## config.mk

```make
export PLATFORM = sky130hd
export DESIGN_NAME = pulse_spacer
export DESIGN_NICKNAME = d
export VERILOG_FILES = /design/src/rtl/pulse_spacer_pkg.sv /design/src/rtl/pulse_spacer_chnl.sv /design/src/rtl/pulse_spacer.sv
export SDC_FILE = /design/constraint.sdc
export NUM_CORES = 1
export LEC_CHECK = 0
export ABC_AREA = 1
export CORE_ASPECT_RATIO = 0.8
export CORE_MARGIN = 1.5
export CORE_UTILIZATION = 55
export CTS_BUF_LIST = sky130_fd_sc_hd__clkbuf_8
export CTS_CLUSTER_DIAMETER = 30
export CTS_CLUSTER_SIZE = 16
export DETAILED_ROUTE_END_ITERATION = 8
export PLACE_DENSITY_LB_ADDON = 0.05
export SLEW_MARGIN = 40
export SYNTH_ARGS = -nofsm -noshare
export SYNTH_HDL_FRONTEND = slang
export SYNTH_SLANG_ARGS = --single-unit
export TNS_END_PERCENT = 30
```

## constraint.sdc

```tcl
create_clock -name clk_ir -period 1.35 [get_ports clk_ir]
set_clock_uncertainty 0.2 [all_clocks]
set_input_delay 0.27 -clock clk_ir [delete_from_list [all_inputs] [get_ports clk_ir]]
set_output_delay 0.27 -clock clk_ir [all_outputs]
set_load 0.01 [all_outputs]
```

## src/rtl/pulse_spacer_pkg.sv

```systemverilog
// -----------------------------------------------------------------------------
// pulse_spacer_pkg
//
// Purpose : Shared definitions for the pulse_spacer block and its per-channel
//           sub-module. It holds the per-channel FSM encoding, the counter width
//           constants and a small saturating-increment helper.
//
// Contents:
//   state_e      - per-channel FSM state (ST_IDLE = 1'b0, ST_GAP = 1'b1)
//   GAP_CNT_W    - width of the per-channel gap counter (8)
//   DROP_CNT_W   - width of the per-channel dropped-event counter (8)
//   drop_sat_inc - increment that holds at all-ones instead of wrapping
// -----------------------------------------------------------------------------
package pulse_spacer_pkg;

  typedef enum logic {
    ST_IDLE = 1'b0,
    ST_GAP  = 1'b1
  } state_e;

  localparam int GAP_CNT_W  = 8;
  localparam int DROP_CNT_W = 8;

  // Saturating +1 for the dropped-event counter.
  function automatic logic [DROP_CNT_W-1:0] drop_sat_inc(
    input logic [DROP_CNT_W-1:0] v
  );
    logic [DROP_CNT_W-1:0] r;
    r = (v == {DROP_CNT_W{1'b1}}) ? v : v + DROP_CNT_W'(1);
    return r;
  endfunction

endpackage : pulse_spacer_pkg

```

## src/rtl/pulse_spacer_chnl.sv

```systemverilog
// -----------------------------------------------------------------------------
// pulse_spacer_chnl
//
// Purpose : One independent channel of the pulse spacer. Incoming single-cycle
//           events are re-emitted with at least P_MIN_GAP idle cycles between
//           consecutive output pulses. Events that arrive while the channel is
//           busy are counted in pend_cnt. Events that arrive when pend_cnt is
//           full are dropped and raise a sticky overflow flag.
//
// Optional: When PULSE_SPACER_DROP_CNT_EN is defined, an 8-bit saturating count
//           of dropped events is also provided on drop_cnt_oh.
//
// Ports   :
//   clk_ir      in   source-domain clock
//   rst_il      in   asynchronous active-low reset
//   pulse_ih    in   single-cycle event pulse
//   ovf_clr_ih  in   single-cycle clear of the overflow flag (and drop count)
//   pulse_oh    out  spaced single-cycle output pulse (registered)
//   pend_oh     out  high while events are queued or the gap window is open
//   ovf_oh      out  sticky overflow flag
//   drop_cnt_oh out  saturating dropped-event count (PULSE_SPACER_DROP_CNT_EN only)
// -----------------------------------------------------------------------------
module pulse_spacer_chnl
  import pulse_spacer_pkg::*;
#(
  parameter int P_MIN_GAP = 4,
  parameter int P_CNT_W   = 4
) (
  input  logic clk_ir,
  input  logic rst_il,
  input  logic pulse_ih,
  input  logic ovf_clr_ih,
  output logic pulse_oh,
  output logic pend_oh,
  output logic ovf_oh
`ifdef PULSE_SPACER_DROP_CNT_EN
  ,
  output logic [DROP_CNT_W-1:0] drop_cnt_oh
`endif
);

  localparam logic [GAP_CNT_W-1:0] GAP_LOAD = GAP_CNT_W'(P_MIN_GAP);
  localparam logic [P_CNT_W-1:0]   PEND_MAX = {P_CNT_W{1'b1}};
  localparam logic [P_CNT_W-1:0]   PEND_ONE = P_CNT_W'(1);

  state_e                 state_q,   state_d;
  logic [GAP_CNT_W-1:0]   gap_cnt_q, gap_cnt_d;
  logic [P_CNT_W-1:0]     pend_cnt_q, pend_cnt_d;
  logic                   pulse_q,   pulse_d;
  logic                   pend_q,    pend_d;
  logic                   ovf_q,     ovf_d;

  logic                   pend_nz;
  logic                   issue_queued;
  logic                   bypass;
  logic                   inc;
  logic                   dec;
  logic                   drop;

  // Next-state: FSM, gap counter and output pulse
  always_comb begin
    state_d      = state_q;
    gap_cnt_d    = gap_cnt_q;
    pulse_d      = 1'b0;
    issue_queued = 1'b0;
    bypass       = 1'b0;
    pend_nz      = (pend_cnt_q != '0);

    case (state_q)
      ST_IDLE: begin
        if (pulse_ih || pend_nz) begin
          pulse_d   = 1'b1;
          gap_cnt_d = GAP_LOAD;
          state_d   = ST_GAP;
          // A queued event has priority for the slot. The new pulse (if any)
          // is then counted instead. This keeps the inc/dec pair balanced.
          issue_queued = pend_nz;
          bypass       = pulse_ih & ~pend_nz;
        end
      end
      ST_GAP: begin
        gap_cnt_d = gap_cnt_q - GAP_CNT_W'(1);
        if (gap_cnt_q == GAP_CNT_W'(1)) begin
          state_d = ST_IDLE;
        end
      end
      default: begin
        state_d = ST_IDLE;
      end
    endcase
  end

  // Next-state: pending counter, overflow flag and pending indicator
  always_comb begin
    inc        = pulse_ih & ~bypass;
    dec        = issue_queued;
    drop       = inc & ~dec & (pend_cnt_q == PEND_MAX);
    pend_cnt_d = pend_cnt_q;

    if (inc && !dec && !drop) begin
      pend_cnt_d = pend_cnt_q + PEND_ONE;
    end else if (dec && !inc) begin
      pend_cnt_d = pend_cnt_q - PEND_ONE;
    end

    // A drop on the same cycle as a clear keeps the flag set.
    ovf_d = drop | (ovf_q & ~ovf_clr_ih);

    // The gap window is the emitted-pulse cycle plus the following P_MIN_GAP
    // idle cycles. GAP covers all of them except the last one, and state_q
    // extends the window by one cycle to cover it.
    pend_d = (pend_cnt_d != '0) | (state_d == ST_GAP) |
             (state_q == ST_GAP) | pulse_d;
  end

  // Register stage
  always_ff @(posedge clk_ir or negedge rst_il) begin
    if (!rst_il) begin
      state_q    <= ST_IDLE;
      gap_cnt_q  <= '0;
      pend_cnt_q <= '0;
      pulse_q    <= 1'b0;
      pend_q     <= 1'b0;
      ovf_q      <= 1'b0;
    end else begin
      state_q    <= state_d;
      gap_cnt_q  <= gap_cnt_d;
      pend_cnt_q <= pend_cnt_d;
      pulse_q    <= pulse_d;
      pend_q     <= pend_d;
      ovf_q      <= ovf_d;
    end
  end

  assign pulse_oh = pulse_q;
  assign pend_oh  = pend_q;
  assign ovf_oh   = ovf_q;

`ifdef PULSE_SPACER_DROP_CNT_EN
  logic [DROP_CNT_W-1:0] drop_cnt_q, drop_cnt_d;

  // A clear coinciding with a drop leaves that drop counted.
  always_comb begin
    drop_cnt_d = drop_cnt_q;
    if (ovf_clr_ih) begin
      drop_cnt_d = drop ? DROP_CNT_W'(1) : '0;
    end else if (drop) begin
      drop_cnt_d = drop_sat_inc(drop_cnt_q);
    end
  end

  always_ff @(posedge clk_ir or negedge rst_il) begin
    if (!rst_il) begin
      drop_cnt_q <= '0;
    end else begin
      drop_cnt_q <= drop_cnt_d;
    end
  end

  assign drop_cnt_oh = drop_cnt_q;
`endif

endmodule : pulse_spacer_chnl

```

## src/rtl/pulse_spacer.sv

```systemverilog
// -----------------------------------------------------------------------------
// pulse_spacer
//
// Purpose : Sits upstream of the toggle pulse synchronizer in the source clock
//           domain. It accepts bursty single-cycle events on P_NO_OF_PULSES
//           independent channels and queues them per channel. It re-emits them
//           with at least P_MIN_GAP idle cycles between pulses of the same
//           channel, so the slower destination sampler never loses a toggle.
//           Events dropped because a channel queue is full raise a sticky
//           per-channel overflow flag.
//
// Optional: Define PULSE_SPACER_DROP_CNT_EN to add drop_cnt_oh. It holds an
//           8-bit saturating dropped-event count per channel; channel i is at
//           bits [i*8+7:i*8].
//
// Parameters:
//   P_NO_OF_PULSES  number of independent channels
//   P_MIN_GAP       idle cycles between emitted pulses of a channel (1..255)
//   P_CNT_W         pending-counter width; up to 2^P_CNT_W-1 queued events
//
// Ports   :
//   clk_ir      in   source-domain clock
//   rst_il      in   asynchronous active-low reset
//   pulse_ih    in   [P_NO_OF_PULSES] single-cycle event pulses
//   pulse_oh    out  [P_NO_OF_PULSES] spaced single-cycle pulses
//   pend_oh     out  [P_NO_OF_PULSES] queued events or gap window open
//   ovf_oh      out  [P_NO_OF_PULSES] sticky overflow flags
//   ovf_clr_ih  in   clears all overflow flags (and drop counts)
//   drop_cnt_oh out  [P_NO_OF_PULSES*8] dropped-event counts (optional)
// -----------------------------------------------------------------------------
module pulse_spacer
  import pulse_spacer_pkg::*;
#(
  parameter int P_NO_OF_PULSES = 2,
  parameter int P_MIN_GAP      = 4,
  parameter int P_CNT_W        = 4
) (
  input  logic                      clk_ir,
  input  logic                      rst_il,
  input  logic [P_NO_OF_PULSES-1:0] pulse_ih,
  output logic [P_NO_OF_PULSES-1:0] pulse_oh,
  output logic [P_NO_OF_PULSES-1:0] pend_oh,
  output logic [P_NO_OF_PULSES-1:0] ovf_oh,
  input  logic                      ovf_clr_ih
`ifdef PULSE_SPACER_DROP_CNT_EN
  ,
  output logic [P_NO_OF_PULSES*DROP_CNT_W-1:0] drop_cnt_oh
`endif
);

  // Channels are fully independent; ovf_clr_ih fans out to every channel.
  for (genvar i = 0; i < P_NO_OF_PULSES; i++) begin : g_chnl
    pulse_spacer_chnl #(
      .P_MIN_GAP (P_MIN_GAP),
      .P_CNT_W   (P_CNT_W)
    ) u_chnl (
      .clk_ir      (clk_ir),
      .rst_il      (rst_il),
      .pulse_ih    (pulse_ih[i]),
      .ovf_clr_ih  (ovf_clr_ih),
      .pulse_oh    (pulse_oh[i]),
      .pend_oh     (pend_oh[i]),
      .ovf_oh      (ovf_oh[i])
`ifdef PULSE_SPACER_DROP_CNT_EN
      ,
      .drop_cnt_oh (drop_cnt_oh[i*DROP_CNT_W +: DROP_CNT_W])
`endif
    );
  end

endmodule : pulse_spacer

```

After elaboration in Yosys (flattened, before gate mapping)
Cells that the tools add are included.
{"block": "classes", "add_sub_neg": 6, "eq_ne": 6, "muxes": 24, "n_bitwise": 27, "reduce_logical": 18}
{"operator": "$pmux 8 s2", "count": 2}
{"operator": "$eq 8x1->1 const B", "count": 2}
{"operator": "$mux 4", "count": 4}
{"operator": "$mux 8", "count": 2}
{"operator": "$reduce_bool 4->1", "count": 4}
{"operator": "$sub 8x1->8 const B", "count": 2}
{"operator": "$mux 1", "count": 14}
{"operator": "$and 1x1->1", "count": 10}
{"operator": "$not 1->1", "count": 9}
{"operator": "$add 4x1->4 const B", "count": 2}
{"operator": "$eq 4x4->1 const B", "count": 2}
{"operator": "$or 1x1->1", "count": 8}
{"operator": "$sub 4x1->4 const B", "count": 2}
{"operator": "$logic_and 1x1->1", "count": 6}
{"operator": "$logic_not 1->1", "count": 6}
{"operator": "$ne 2x1->1 const B", "count": 2}
{"operator": "$pmux 1 s2", "count": 2}
{"operator": "$logic_or 1x1->1", "count": 2}
{"block": "word_totals", "register_bits": 32, "out_inout_bits": 6, "wordCells": 93}

Longest topological paths before layout
Gate-level depths: netlist of the first run.
{"block": "logic_depth", "word_depth": 16, "mapped_depth": 9, "ltp_nobuf": 9}

Modules after synthesis
From an unflattened synthesis of the first run, not the netlist that was laid out.
{"block": "hier_totals", "hier_cells": 213, "area_unflattened_um2": 1769.2}
{"mod": "pulse_spacer_chnl at g_chnl[1].u_chnl", "instances": 1, "cells_per_inst": 105, "area_each_um2": 885.8, "seq_area_each_um2": 400.4}
{"mod": "pulse_spacer_chnl at g_chnl[0].u_chnl", "instances": 1, "cells_per_inst": 108, "area_each_um2": 883.3, "seq_area_each_um2": 400.4}

Worst setup path before layout of the first run
Ideal clock, no wire load.
{"block": "synth_timing", "path_kind": "reg2reg", "from": "register g_chnl[0].u_chnl.pend_cnt_q[0]", "to": "register g_chnl[0].u_chnl.pend_q", "setup_time_ns": 0.124, "t_arrival_ns": 1.138, "t_required_ns": 1.026, "setup_slack_ns": -0.112, "stages_incl_launch_ff": 9, "period_less_slack_ns": 1.462, "cell_sequence": "dfrtp_1 -> inv_1 -> ha_1 -> nand2_1 -> nand2_2 -> nand2_1 -> nand2_1 -> a21oi_1 -> nand2_1"}
{"block": "synth_between", "elab_chain_len": 16, "elab_cells_between_ends": 31}
{"item": "start, declared", "line_no": "pulse_spacer_chnl.sv:48", "text": "logic [P_CNT_W-1:0] pend_cnt_q, pend_cnt_d;"}
{"item": "start signal, assigned", "line_no": "pulse_spacer_chnl.sv:128", "text": "pend_cnt_q <= pend_cnt_d;"}
{"item": "$reduce_bool 4->1", "line_no": "pulse_spacer_chnl.sv:67", "text": "pend_nz = (pend_cnt_q != '0);"}
{"item": "$not 1->1", "line_no": "pulse_spacer_chnl.sv:78", "text": "bypass = pulse_ih & ~pend_nz;"}
{"item": "$and 1x1->1", "line_no": "pulse_spacer_chnl.sv:78"}
{"item": "$mux 1", "line_no": "pulse_spacer_chnl.sv:71", "text": "if (pulse_ih || pend_nz) begin"}
{"item": "$mux 1", "line_no": "pulse_spacer_chnl.sv:69", "text": "case (state_q)"}
{"item": "$not 1->1", "line_no": "pulse_spacer_chnl.sv:95", "text": "inc = pulse_ih & ~bypass;"}
{"item": "$and 1x1->1", "line_no": "pulse_spacer_chnl.sv:95"}
{"item": "$and 1x1->1 (2 in a row)", "line_no": "pulse_spacer_chnl.sv:97", "text": "drop = inc & ~dec & (pend_cnt_q == PEND_MAX);"}
{"item": "$logic_not 1->1", "line_no": "pulse_spacer_chnl.sv:100", "text": "if (inc && !dec && !drop) begin"}
{"item": "$logic_and 1x1->1", "line_no": "pulse_spacer_chnl.sv:100"}
{"item": "$mux 4", "line_no": "pulse_spacer_chnl.sv:100"}
{"item": "$reduce_bool 4->1", "line_no": "pulse_spacer_chnl.sv:112", "text": "pend_d = (pend_cnt_d != '0) | (state_d == ST_GAP) |"}
{"item": "$or 1x1->1 (2 in a row)", "line_no": "pulse_spacer_chnl.sv:112"}
{"item": "$or 1x1->1 *", "line_no": "pulse_spacer_chnl.sv:113", "text": "(state_q == ST_GAP) | pulse_d;"}
{"item": "named net g_chnl[0].u_chnl.pend_d", "line_no": "pulse_spacer_chnl.sv:50", "text": "logic pend_q, pend_d;"}
{"item": "end signal, assigned", "line_no": "pulse_spacer_chnl.sv:130", "text": "pend_q <= pend_d;"}
{"item": "end, declared", "line_no": "pulse_spacer_chnl.sv:50"}
The timed path passes the listed nets; every way through them passes the cells marked *.
A chain may end at the register's enable or synchronous reset.

Worst setup path in the final report of the first run
{"block": "layout_timing", "from": "register g_chnl[1].u_chnl.state_q", "to": "register g_chnl[1].u_chnl.pend_q"}
{"block": "layout_between", "elab_chain_len": 12, "elab_cells_between_ends": 22}
{"item": "start, declared", "line_no": "pulse_spacer_chnl.sv:46", "text": "state_e state_q, state_d;"}
{"item": "start signal, assigned", "line_no": "pulse_spacer_chnl.sv:126", "text": "state_q <= state_d;"}
{"item": "$mux 1", "line_no": "pulse_spacer_chnl.sv:69"}
{"item": "$not 1->1", "line_no": "pulse_spacer_chnl.sv:95"}
{"item": "$and 1x1->1", "line_no": "pulse_spacer_chnl.sv:95"}
{"item": "$and 1x1->1 (2 in a row)", "line_no": "pulse_spacer_chnl.sv:97"}
{"item": "$logic_not 1->1", "line_no": "pulse_spacer_chnl.sv:100"}
{"item": "$logic_and 1x1->1", "line_no": "pulse_spacer_chnl.sv:100"}
{"item": "$mux 4 *", "line_no": "pulse_spacer_chnl.sv:100"}
{"item": "named net g_chnl[1].u_chnl.pend_cnt_d[0]", "line_no": "pulse_spacer_chnl.sv:48"}
{"item": "$reduce_bool 4->1 *", "line_no": "pulse_spacer_chnl.sv:112"}
{"item": "$or 1x1->1 * (2 in a row)", "line_no": "pulse_spacer_chnl.sv:112"}
{"item": "$or 1x1->1 *", "line_no": "pulse_spacer_chnl.sv:113"}
{"item": "named net g_chnl[1].u_chnl.pend_d", "line_no": "pulse_spacer_chnl.sv:50"}
{"item": "end signal, assigned", "line_no": "pulse_spacer_chnl.sv:130"}
{"item": "end, declared", "line_no": "pulse_spacer_chnl.sv:50"}
Marks and branches as above.

==> flow_summary.ini, run 1 <==
[detailed_routing]
vias = 1636
drt_iter0_markers = 117
wl_mm = 4.778
wire_per_inst_microns = 15.51
viasPerCell = 5.312
drc = 0
first_pass_iters = 4
ant_nets = 0

[logic_synthesis]
yosys.area.top_type = dfrtp_1
synth_compound_area_frac = 0.08011
yosysMostFrequentCell = nand2_1
syn_nets = 232
synth-edff-count = 0
synthXorXnorAreaFrac = 0.01934
synthAdderAreaFrac = 0.05525
muxShareOfSynthArea = 0
synth_simple_gate_area_frac = 0.2894
synth_top_family_by_area = simple AND/OR/NAND/NOR gates
synthDistinctLibCells = 27
async_reset_ff_frac = 1.000
synth-seq-area-share = 0.4420
ys_warn_count = 0
ys_seq_elements = 32
netlist_top_cells_area = dfrtp_1, nand2_1, inv_1
netlist.area_leader.share = 0.4420
syn_area_per_cell_sq_um = 8.273
postSynthCellCount = 219
syn_area_sq_um = 1812
ys.flop_type = dfrtp_1
synthTopCellsByCount = nand2_1, inv_1, dfrtp_1

[worst_setup_path]
worst_r2r_endpoint = g_chnl[1].u_chnl.pend_oh$_DFF_PN0_
cp-endpoint = g_chnl[1].u_chnl.pend_oh$_DFF_PN0_
r2r_setup_slack_ps = -230
critPathLaunch = g_chnl[1].u_chnl.state_q$_DFF_PN0_
cp.arrival_ps = 1550
rr_startpoint = g_chnl[1].u_chnl.state_q$_DFF_PN0_
cp-start-kind = flop
r2r_cells = 8
crit_fanout = 6
cp-end-kind = flop
cp.required_ps = 1320
critPathKind = flop to flop

[final_layout]
num-fill-cells = 169
diodes = 0
layout.nets = 280
drive_above_1_share = 0.4440
areaGrowthSynthToFinish_pct = 39.92
multi_input_area_sq_um = 1051
seq_area_sq_um = 807.0

[timing]
fin_crit_ps = 1578
grt_setup_unrepaired = true
worstMarginPinSlew_ps = 260.9
setup_ws_ps = -228.0
max_freq_mhz = 633.7
slew_viol_final = 0
maxSlewHeadroom = 0.8260
period_share = 1.169
final_hold_viol_count = 0
setup_viol = 27

[pwr]
total_power_mw = 3.678
combPwrFrac = 0.442
peakVddDrop_uv = 779.9
seqPwrFrac = 0.350
pwr_density_cell_nw_per_um2 = 1451
p_sw_frac = 0.3731
internal_power_mw = 2.306
clockPowerShare = 0.208
p_leak_nw = 1.310
p_sw_mw = 1.372

[placed_design]
gp_congestion = 0.7865
hpwl_mm = 2.541
pre_cts_slack_ps = -394.4
port_buffers = 10

[clocking]
cts_buffers = 5
clk_pin_slew_ps = 80
clkLatencyLatePin_ps = 290
tritoncts = done
cts.sinks = 32
root_buffer = clkbuf_8
clockBufferDepth = 2
htree_levels = 2

[global_routing]
track_usage = 0.2654
grt_pass1_vias = 1522
antenna_found_initial = 0
grt_max_degree = 33
grt-ovfl-total = 0
grt_pass1_wl_mm = 6.893

[run]
cap_violations = 0

[die]
die_x_microns = 67.17
start_util = 0.5829
rows = 18
die_area_sq_um = 3650
io-pin-count = 11
core_area_sq_um = 3108
die_h_microns = 54.34

[outcome]
status = finished, violations left
violations = setup timing

[worst_hold_path]
worstHoldPathType = input pin to async pin
final cells by class:
class,count,area share
Inverter,37,0.05676
Clock buffer,6,0.03258
Sequential cell,32,0.3184
Timing Repair Buffer,49,0.1550
Multi-Input combinational cell,142,0.4146
Clock inverter,2,0.002962
Tap cell,40,0.01974
through the flow:
stage	hold WS, ps	setup TNS [ps]	util	instance area, sq um	instances
after floorplan	-225.6	-230.5	-	1849	219
after global placement	264.5	-5118	0.6787	2110	283
after detailed placement	279.6	-6119	0.6787	2110	283
after CTS	163.1	-2114	0.7641	2375	302
after global routing	158.2	-4649	0.8156	2535	308
final	144.7	-2993	0.8156	2535	308
power by group through the flow:
stage | clock, mW | combinational, mW | sequential [mW]
floorplan | 0 | 0.725 | 1.19
global placement | 0 | 0.933 | 1.23
detailed placement | 0 | 0.972 | 1.24
CTS | 0.751 | 1.27 | 1.27
global route | 0.806 | 1.74 | 1.29
finish | 0.765 | 1.63 | 1.29
logic make-up after synthesis:
kind of cell,count (synthesis)
flops,32
fa+ha+maj,8
simple gates,105
buf+inv,45
xor+xnor,4
compound gates,25
flip-flops by register name (all words and copies together), names as in the netlist:
name                      count
g_chnl.u_chnl.pend_cnt_q      8
g_chnl.u_chnl.ovf_oh          2
g_chnl.u_chnl.pulse_oh        2
g_chnl.u_chnl.state_q         2
g_chnl.u_chnl.gap_cnt_q      16
g_chnl.u_chnl.pend_oh         2
worst max-delay path, stage by stage (launching register included):
cell	delay, ps
dfrtp_2	460
nand2_2	140
clkinv_1	150
nand2_4	150
nand2_4	70
nand2_2	60
nand2_2	50
nor2_1	100
nand2_1	80
how the worst min path moves through the flow:
stage	startpoint	end	slack, ps	depth (start not counted)
detailed placement	g_chnl[0].u_chnl.gap_cnt_q[5]$_DFFE_PN0P_	g_chnl[0].u_chnl.gap_cnt_q[5]$_DFFE_PN0P_	280	1
global placement	g_chnl[1].u_chnl.gap_cnt_q[7]$_DFFE_PN0P_	g_chnl[1].u_chnl.gap_cnt_q[7]$_DFFE_PN0P_	260	1
finish	rst_il	g_chnl[1].u_chnl.ovf_oh$_DFF_PN0_	140	2
floorplan	rst_il	g_chnl[0].u_chnl.gap_cnt_q[0]$_DFFE_PN0P_	-230	0
global route	rst_il	g_chnl[1].u_chnl.ovf_oh$_DFF_PN0_	160	2
CTS	rst_il	g_chnl[1].u_chnl.pend_cnt_q[3]$_DFF_PN0_	160	2
repair_timing:
item | in CTS | in global routing
gates resized for setup | 45 | 50
setup endpoints to repair | 35 | 35
pin swaps | 12 | 14
hold buffers | 0 | 0
buffers inserted | 11 | 6
per-layer routing:
| metal | part of all wire | global-route usage |
|---|---|---|
| met3 | 0.051 | 0.06584 |
| met4 | 0.035 | 0.1327 |
| met1 | 0.41 | 0.3127 |
| met5 | 0 | 0 |
| met2 | 0.50 | 0.4587 |
layout by cell type, fill, tap and decap left out, types with 2 or more instances in the layout:
master / instances
a21oi_2: 2
buf_2: 4
buf_4: 34
buf_6: 4
clkbuf_2: 2
clkbuf_8: 6
clkdlybuf4s50_1: 3
dfrtp_1: 27
dfrtp_2: 5
ha_1: 3
ha_4: 4
inv_1: 28
inv_2: 8
inv_4: 2
nand2_1: 37
nand2_2: 7
nand2_4: 11
nand3_1: 13
nand3_2: 3
nand3_4: 2
nand3b_1: 4
nand4_1: 2
nor2_1: 13
nor2_2: 4
nor2_4: 5
nor3_2: 2
o21ai_1: 9
o21ai_2: 6
o22ai_1: 4
xnor2_2: 3
Power figures use the tool's default switching activity.
==> run 2: changes to the inputs <==
--- a/config.mk
+++ b/config.mk
@@ -6,9 +6,10 @@
 export NUM_CORES = 1
 export LEC_CHECK = 0
 export ABC_AREA = 1
+export CAP_MARGIN = 20
 export CORE_ASPECT_RATIO = 0.8
 export CORE_MARGIN = 1.5
-export CORE_UTILIZATION = 55
+export CORE_UTILIZATION = 35
 export CTS_BUF_LIST = sky130_fd_sc_hd__clkbuf_8
 export CTS_CLUSTER_DIAMETER = 30
 export CTS_CLUSTER_SIZE = 16
==> flow_summary.ini, run 2 (synthesis gave the netlist of run 1 again) <==
[worst_setup_path]
critPathLaunch = g_chnl[0].u_chnl.pend_cnt_q[1]$_DFF_PN0_
cp_num_buf_inv = 1
crit_chain = inv_2 -> ha_4 -> nand2_4 -> nand2_4 -> nand2_2 -> nand2_2 -> a21oi_4 -> nand2_1
rr_startpoint = g_chnl[0].u_chnl.pend_cnt_q[1]$_DFF_PN0_
cpLargestDelayFamily = flip-flops
critPathKind = flop to flop
critPathSlowestCell = dfrtp_2
cp-end-kind = flop
cp-start-kind = flop
max_stage_delay_ps = 430
crit_fanout = 5
cp.required_ps = 1320
r2r_setup_slack_ps = -160
cp.arrival_ps = 1480

[pwr]
p_sw_frac = 0.3422
peakVddDrop_uv = 701.8
p_sw_mw = 1.212
combPwrFrac = 0.383
seqPwrFrac = 0.359
p_leak_nw = 1.298
pwr_density_cell_nw_per_um2 = 1377
internal_power_mw = 2.330
clockPowerShare = 0.258

[placed_design]
pre_cts_slack_ps = -405.0
port_buffers = 10
gp_congestion = 0.7921
hpwl_mm = 2.647

[final_layout]
mostFrequentLayoutCell = buf_4
layout.nets = 278
layout_common_cells = buf_4, nand2_1, dfrtp_1
top_register = g_chnl.u_chnl.gap_cnt_q
diodes = 0
drive_above_1_share = 0.4624
reg_top3 = g_chnl.u_chnl.gap_cnt_q: 16 flops, g_chnl.u_chnl.pend_cnt_q: 8 flops
num-fill-cells = 490
largest_reg_flops = 16
fin_util = 0.5137
areaGrowthSynthToFinish_pct = 41.99

[timing]
setup_ws_ps = -160.0
max_freq_mhz = 662.3
maxSlewHeadroom = 0.8397
whs_ps = 141.9
grt_setup_unrepaired = true
worstMarginPinSlew_ps = 240.4
slew_viol_final = 0
tns_ps = -1794
fin_crit_ps = 1510
final_hold_viol_count = 0
setup_viol = 24
period_share = 1.118

[die]
start_util = 0.3618
io-pin-count = 11
die_h_microns = 67.35
rows = 23
die_x_microns = 83.44
die_area_sq_um = 5620
core_area_sq_um = 5007

[outcome]
violations = setup timing
status = finished, violations left

[run]
cap_violations = 0

[clocking]
root_buffer = clkbuf_8
clkLatencyLatePin_ps = 290
ctsHoldBuffers = 0
htree_levels = 2
clk_pin_slew_ps = 70
clockBufferDepth = 2
tritoncts = done
cts_buffers = 5
cts.sinks = 32

[global_routing]
grt_pass1_wl_mm = 6.741
grt_max_degree = 33
track_usage = 0.1552
grt-ovfl-total = 0
antenna_found_initial = 0
grt_pass1_vias = 1499

[worst_hold_path]
worstHoldPathType = input pin to async pin

[detailed_routing]
wire_per_inst_microns = 11.91
first_pass_iters = 4
viasPerCell = 4.652
wl_mm = 3.907
drc = 0
vias = 1526
ant_nets = 0
drt_iter0_markers = 45
==> run 2: cell types whose count changed in the layout (fill, tap and decap cells not counted), moves of 2 or more <==
cell,previous run,this run
buf_2,4,6
clkbuf_2,2,0
inv_1,28,26
inv_2,8,10
nand2_1,37,30
nand2_2,7,14
xnor2_1,1,3
xnor2_2,3,1
==> run 2: what timing repair did <==
| action | in CTS | in global routing |
|---|---|---|
| setup endpoints to repair | 36 | 33 |
| pin swaps | 15 | 24 |
| buffers inserted | 7 | 3 |
| gates resized for setup | 52 | 49 |
==> run 2: worst register-to-register path: cells and delay by family (launching register included) <==
kind / cells / cell delay (ps)
flops: 1 / 430
buf+inv: 1 / 70
compound gates: 1 / 160
simple gates: 5 / 360
fa+ha+maj: 1 / 170
==> run 2: stage by stage <==
step	total power, mW	cell area [sq um]	instances
final	3.543	2572	328
after detailed placement	2.258	2175	310
after CTS	3.379	2402	325
after global routing	3.798	2572	328
after floorplan	1.910	1849	219
after global placement	2.213	2175	310
==> run 2: layout make-up <==
type                    count  area (sq um)  area share
flip-flops and latches     32         807.0      0.3137
multi-input cells         142          1065      0.4139
clock buffers               5         68.82     0.02675
repair buffers             47         374.1      0.1454
inverters                  37         141.4     0.05496
clock inverters             3         38.79     0.01508
well taps                  62         77.57     0.03016
==> run 2: worst paths after layout <==
| kind | to | cells after the start |
|---|---|---|
| setup / recovery | g_chnl[0].u_chnl.pend_oh$_DFF_PN0_ | 8 |
| hold / removal | g_chnl[0].u_chnl.gap_cnt_q[0]$_DFFE_PN0P_ | 2 |
| setup reg to reg | g_chnl[0].u_chnl.pend_oh$_DFF_PN0_ | 8 |
| min in group clk_ir | g_chnl[1].u_chnl.gap_cnt_q[0]$_DFFE_PN0P_ | 4 |
| hold reg to reg | g_chnl[0].u_chnl.gap_cnt_q[5]$_DFFE_PN0P_ | 1 |
| max in group asynchronous | g_chnl[0].u_chnl.pend_cnt_q[1]$_DFF_PN0_ | 2 |
==> run 2: power by group through the flow <==
stage	clock network [mW]	registers [mW]	logic (mW)
floorplan	0	1.19	0.725
global placement	0	1.23	0.979
detailed placement	0	1.24	1.02
CTS	0.947	1.23	1.20
global route	1.00	1.29	1.50
finish	0.914	1.27	1.36
==> run 2: per-layer routing <==
| layer | vias to the layer above | routed length [microns] | track usage |
|---|---|---|---|
| li1 | 781 | - | - |
| met1 | 711 | 1877 | 0.1942 |
| met2 | 25 | 1802 | 0.2530 |
| met3 | 9 | 134 | 0.03912 |
| met4 | 0 | 93 | 0.08197 |
| met5 | - | 0 | 0 |
